`config.mk`:
```
export PLATFORM = sky130hd
export DESIGN_NAME = mem_arbiter
export DESIGN_NICKNAME = d
export VERILOG_FILES = /design/src/rtl/mem_arbiter.sv
export SDC_FILE = /design/constraint.sdc
export NUM_CORES = 1
export LEC_CHECK = 0
export ABC_AREA = 1
export CAP_MARGIN = 40
export CORE_AREA = 2 2 633 635
export CTS_BUF_LIST = sky130_fd_sc_hd__clkbuf_8
export CTS_CLUSTER_SIZE = 30
export DETAILED_ROUTE_END_ITERATION = 8
export DIE_AREA = 0 0 635 637
export PLACE_DENSITY = 0.3
export SLEW_MARGIN = 30
export SYNTH_ARGS = -nofsm -noshare
export SYNTH_HDL_FRONTEND = slang
export SYNTH_SLANG_ARGS = --single-unit
```
`constraint.sdc`:
```
create_clock -name clk_i -period 2.2 [get_ports clk_i]
set_input_delay 0.44 -clock clk_i [delete_from_list [all_inputs] [get_ports clk_i]]
set_output_delay 0.44 -clock clk_i [all_outputs]
set_load 0.005 [all_outputs]
```
`src/rtl/mem_arbiter.sv`:
```
// Round-robin arbiter that shares one Data_Memory port between two requesters and holds each grant until ack.
// Grant appears 1 cycle after the request is sampled, acks pass through combinationally, and requesters wait by holding enable high.
module mem_arbiter #(
  parameter int ADDR_W  = 32,
  parameter int DATA_W  = 256,
  parameter int TIMEOUT = 255
) (
  input  logic              clk_i,
  input  logic              rst_i,
  input  logic              m0_enable_i,
  input  logic              m0_write_i,
  input  logic [ADDR_W-1:0] m0_addr_i,
  input  logic [DATA_W-1:0] m0_data_i,
  output logic              m0_ack_o,
  output logic [DATA_W-1:0] m0_data_o,
  input  logic              m1_enable_i,
  input  logic              m1_write_i,
  input  logic [ADDR_W-1:0] m1_addr_i,
  input  logic [DATA_W-1:0] m1_data_i,
  output logic              m1_ack_o,
  output logic [DATA_W-1:0] m1_data_o,
  output logic              mem_enable_o,
  output logic              mem_write_o,
  output logic [ADDR_W-1:0] mem_addr_o,
  output logic [DATA_W-1:0] mem_data_o,
  input  logic              mem_ack_i,
  input  logic [DATA_W-1:0] mem_data_i,
  output logic [1:0]        grant_o,
  output logic              timeout_o
);

  typedef enum logic {IDLE, GRANT} state_t;

  localparam logic [7:0] WD_LAST = 8'(TIMEOUT - 1);

  state_t     state_q, state_d;
  logic       owner_q, owner_d;
  logic       last_q, last_d;
  logic [7:0] wd_cnt_q, wd_cnt_d;
  logic       timeout_q, timeout_d;
  logic       owner_en;

  assign m0_data_o = mem_data_i;
  assign m1_data_o = mem_data_i;
  assign timeout_o = timeout_q;
  assign owner_en  = owner_q ? m1_enable_i : m0_enable_i;

  always_ff @(posedge clk_i or negedge rst_i) begin
    if (!rst_i) begin
      state_q   <= IDLE;
      owner_q   <= 1'b0;
      last_q    <= 1'b1;
      wd_cnt_q  <= 8'd0;
      timeout_q <= 1'b0;
    end else begin
      state_q   <= state_d;
      owner_q   <= owner_d;
      last_q    <= last_d;
      wd_cnt_q  <= wd_cnt_d;
      timeout_q <= timeout_d;
    end
  end

  always_comb begin
    state_d      = state_q;
    owner_d      = owner_q;
    last_d       = last_q;
    wd_cnt_d     = wd_cnt_q;
    timeout_d    = timeout_q;
    mem_enable_o = 1'b0;
    mem_write_o  = 1'b0;
    mem_addr_o   = '0;
    mem_data_o   = '0;
    m0_ack_o     = 1'b0;
    m1_ack_o     = 1'b0;
    grant_o      = 2'b00;

    case (state_q)
      IDLE: begin
        if (m0_enable_i || m1_enable_i) begin
          state_d  = GRANT;
          // On contention the port that did not own the previous grant wins.
          owner_d  = (m0_enable_i && m1_enable_i) ? ~last_q : m1_enable_i;
          wd_cnt_d = 8'd0;
        end
      end
      GRANT: begin
        mem_enable_o = owner_en;
        mem_write_o  = owner_q ? m1_write_i : m0_write_i;
        mem_addr_o   = owner_q ? m1_addr_i  : m0_addr_i;
        mem_data_o   = owner_q ? m1_data_i  : m0_data_i;
        m0_ack_o     = mem_ack_i & ~owner_q;
        m1_ack_o     = mem_ack_i & owner_q;
        grant_o      = owner_q ? 2'b10 : 2'b01;
        if (wd_cnt_q != 8'hFF)
          wd_cnt_d = wd_cnt_q + 8'd1;
        if (mem_ack_i || !owner_en) begin
          state_d = IDLE;
          last_d  = owner_q;
        end else if (wd_cnt_q == WD_LAST) begin
          state_d   = IDLE;
          last_d    = owner_q;
          timeout_d = 1'b1;
        end
      end
      default: state_d = IDLE;
    endcase
  end

endmodule
```
Word-level counts from Yosys, hierarchy flattened:

Cells that the tools add are included.

* word-level logic and storage cells: 47
* input port bits: 839
* latch bits: 0
* memory bits (writable): 0
* bits in read-only memories: 0
* flip-flop bits (word level): 12
* output and inout bits: 807
* memories: 0

* add/sub/neg operators: 1
* mux-type cells: 22
* bitwise operators: 6
* eq/ne operators: 4
* divide/modulo/power cells: 0
* multipliers: 0
* shift operators: 0
* reductions and logical operators: 9
* order comparisons: 0

Operator list (number)
* $mux W256: 2
* $mux W32: 2
* $mux W8: 2
* $pmux W8 S2: 1
* $mux W1: 12
* $add A8 B1 Y8 const B: 1
* $eq A8 B8 Y1 const B: 1
* $ne A8 B8 Y1 const B: 1
* $reduce_and A2 Y1: 3
* $mux W2: 2
* $not A1 Y1: 4
* $reduce_and A3 Y1: 1
* $and A1 B1 Y1: 2
* $logic_or A1 B1 Y1: 2
* $ne A2 B1 Y1 const B: 1
* $ne A2 B2 Y1 const B: 1
* $pmux W1 S2: 1
* $reduce_bool A2 Y1: 1
* $logic_and A1 B1 Y1: 1
* $logic_not A1 Y1: 1

Longest topological paths before layout:

Gate-level depths: netlist of the first run.

* depth after elaboration: 5
* depth in mapped cells: 8
* depth with buffers taken out: 8

Worst setup path after synthesis of the first run:

Ideal clock, no wire load.

* path type: reg2out
* start point: register owner_q
* end point: output mem_data_o[142]
* data arrival time: 1.181 ns
* data required time: 1.760 ns
* cell stages (with the launch flop): 7
* path slack: 0.579 ns
* cells stage by stage: dfrtp_1 -> nand2_1 -> inv_2 -> buf_4 -> buf_6 -> buf_4 -> a22o_1

* word-level cells in the longest chain between the ends: 2

RTL lines
* start, declared: line 37 `logic owner_q, owner_d;`
* start signal, assigned: line 57 `owner_q <= owner_d;`
* $mux W256: line 91 `mem_data_o = owner_q ? m1_data_i : m0_data_i;`
* $mux W256: line 78 `case (state_q)`
* end, declared: line 25 `output logic [DATA_W-1:0] mem_data_o,`

Every way passes these cells.

Worst setup path in the final report of the first run:

* start point: register owner_q
* end point: output mem_data_o[47]

Same word-level chain as after synthesis.

==> flow_summary.json, run 1 <==
{
  "hold_path_depth": 1,
  "cts_buffer_depth": 2,
  "ir_drop_uv": 544,
  "wl_mm": 293,
  "crit_cells": 8,
  "grt_max_degree": 37,
  "cellLeakagePower_nw": 9.13,
  "design.die.area_um2": 404000,
  "drt_first_iter_violations": 656,
  "r2r_start": "wd_cnt_q[0]",
  "critical_path.top_delay_family": "buffers and inverters",
  "synth_seq_area_share": 0.0405,
  "wl_per_cell_um": 43.2,
  "crit_chain": "buf_12 -> nand2_8 -> inv_16 -> buf_16 -> buf_12 -> buf_16 -> a22o_4 -> buf_12",
  "grt_pass1_wl_mm": 317,
  "critPathKind": "flip-flop to output port",
  "fmax_mhz": 401,
  "endpoint_kind": "output port",
  "power_density_nw_per_um2": 1360,
  "reg2reg_depth": 7,
  "ys_warn_count": 0,
  "cp-startpoint": "owner_q",
  "area_growth_pct": 257,
  "worstSkewPairLatency_ns": 0.25,
  "worst_slew_pin_slew_ns": 0.639,
  "hold_ws_ns": 0.508,
  "synth_cell_types": 21,
  "clock_sinks": 12,
  "skew_ns": 0.00248,
  "clk_pin_slew_ns": 0.06,
  "crit_required_ns": 1.76,
  "cp.buffers_inverters": 6,
  "cts_hold_buf": 0,
  "arrival_ns": 2.05,
  "io_buffers": 877,
  "maxSlewHeadroom": 0.572,
  "die_w_um": 635,
  "ios": 1646,
  "final_core_util": 0.0668,
  "drt.antenna.violating_nets": 0,
  "rsz0062_at_grt": "yes",
  "finalHoldViolations": 0,
  "setup_tns_ns": -44.55,
  "row_count": 232,
  "nets": 2332,
  "cts_tree": "yes",
  "final.min_clock_period_ns": 2.49,
  "cts.htree.levels": 1,
  "fill_cells": 46449,
  "rrSetupSlack_ns": 0.63,
  "first_global_vias": 11323,
  "start_kind": "flip-flop",
  "crit_fanout": 9,
  "postLayoutSetupSlackWorst_ns": -0.293,
  "die_y_um": 637,
  "initial_utilization": 0.0187,
  "antenna_found_initial": 185,
  "r2r-end": "wd_cnt_q[4]",
  "gp_congestion": 0.946,
  "drv_cap": 0,
  "firstDrtPassIters": 5,
  "final_layout_size_suffix_gt1_frac": 0.486,
  "drcViolationCount": 0,
  "place_ws_ns": -1.01,
  "slew_viol_final": 0,
  "gr-total-overflow": 0,
  "cts_root_buf": "clkbuf_8",
  "status": "complete, but fails checks",
  "cpPeakStageDelay_ns": 0.46,
  "mostFrequentLayoutCell": "clkdlybuf4s50_1",
  "vias": 11441,
  "synth_nets": 1803,
  "crit_top_cell": "buf_12",
  "dpl.hpwl_mm": 269,
  "crit_path_end": "mem_data_o[47]",
  "critPathSlowestCell": "dfrtp_2",
  "hp-class": "flip-flop to flip-flop",
  "via_per_inst": 1.69,
  "synth_area_per_cell_um2": 7.74,
  "fin_cells": 6770,
  "layout_common_cells": "clkdlybuf4s50_1 (583), buf_12 (309), a22o_4 (212)",
  "min_from": "timeout_o",
  "ys_ff_latch": 12,
  "numCtsBuffers": 3,
  "syn_area_um2": 7440,
  "core_um2": 398000,
  "violations": "setup timing",
  "dp_cells": 6670,
  "setup_violations": 262,
  "synth_cells": 962,
  "fin_crit_sh": 1.13,
  "grtUsageTotal": 0.137
}
==> Yosys cell counts <==
cell type | n | share of area
a21oi_1 | 1 | 0.00067
a21oi_2 | 1 | 0.0012
a22o_1 | 289 | 0.34
buf_2 | 42 | 0.028
buf_4 | 533 | 0.54
buf_6 | 2 | 0.0030
dfrtp_1 | 11 | 0.037
dfstp_2 | 1 | 0.0035
ha_1 | 2 | 0.0034
inv_1 | 13 | 0.0066
inv_2 | 2 | 0.0010
nand2_1 | 28 | 0.014
nand3_1 | 6 | 0.0040
nand4_1 | 1 | 0.00084
nor2_1 | 13 | 0.0066
nor3_1 | 2 | 0.0013
o21ai_0 | 9 | 0.0060
o21ai_1 | 3 | 0.0020
o21bai_1 | 1 | 0.0010
o22ai_1 | 1 | 0.00084
xor2_1 | 1 | 0.0012
==> cell type report <==
cell class	count	area, um2	share of cell area
clock buffers	4	55.1	0.00207
well taps	5265	6590	0.248
repair buffers	1100	14700	0.555
repair inverters	1	20.0	0.000753
flip-flops and latches	12	304	0.0114
inverters	15	72.6	0.00273
diodes	15	37.5	0.00141
multi-input cells	358	4760	0.179
==> registers in the layout, summed over array words and instances, names as in the netlist <==
register / flops
state_q: 1
owner_q: 1
timeout_o: 1
last_q: 1
wd_cnt_q: 8
==> worst register-to-register path, stage by stage (launching register included) <==
cell and delay [ns]:
dfrtp_1 0.42, ha_1 0.20, nand2_1 0.13, nor2_1 0.15, nand2_1 0.10, nand2_1 0.16
nand2_1 0.14, o21ai_0 0.20
==> layer usage <==
metal | track usage | routed length, um | vias to the layer above
met1 | 0.0990 | 73600 | 5015
met4 | 0.0379 | 11700 | 58
met3 | 0.128 | 58800 | 461
li1 | - | - | 4044
met5 | 0.00780 | 701 | -
met2 | 0.249 | 148000 | 1863
==> power by group <==
group	total, mW	switching (mW)	leakage, nW	internal (mW)
sequential	0.374	0.0781	0.152	0.296
clock	0.256	0.0978	0.0289	0.158
combinational	35.5	17.7	8.95	17.7
total	36.1	17.9	9.13	18.2
==> timing repair <==
item / 4_1_cts / 5_1_grt
endpoints found under the hold margin: 0 / 0
gates resized for setup: 326 / 226
pin swaps: 25 / 46
setup buffers: 28 / 20
gates cloned: 13 / 31
setup endpoints to repair: 294 / 290
==> through the flow <==
stage                     total power [mW]  area [um2]
after floorplan                       5.86        7440
after global placement                29.9       22700
after detailed placement              29.7       22700
after CTS                             33.7       24400
after global routing                  37.7       26500
final                                 36.1       26600
==> cell families (layout without fill, tap and decap cells) <==
kind of cell             after synthesis  in the layout  share of synthesized area
AO/OA/AOI/OAI                        305            305                      0.352
XOR/XNOR                               1              1                    0.00118
adder cells (fa/ha/maj)                2              2                    0.00336
buffers and inverters                592           1120                      0.576
flip-flops                            12             12                     0.0405
other                                  0             15                          0
AND/OR/NAND/NOR                       50             50                     0.0269
==> worst min path at each step <==
stage,to
global placement,timeout_o
floorplan,owner_q
global route,last_q
CTS,last_q
detailed placement,timeout_o
finish,timeout_o
No activity file was read; power rests on OpenSTA's default activity.
==> run 2, diff against run 1 <==
--- a/config.mk
+++ b/config.mk
@@ -12,6 +12,7 @@
 export CTS_CLUSTER_SIZE = 30
 export DETAILED_ROUTE_END_ITERATION = 8
 export DIE_AREA = 0 0 635 637
+export HOLD_SLACK_MARGIN = 0.05
 export PLACE_DENSITY = 0.3
 export SLEW_MARGIN = 30
 export SYNTH_ARGS = -nofsm -noshare
==> results of run 2 <==
Same layout as run 1: the final DEF is identical, and so are final timing and power.
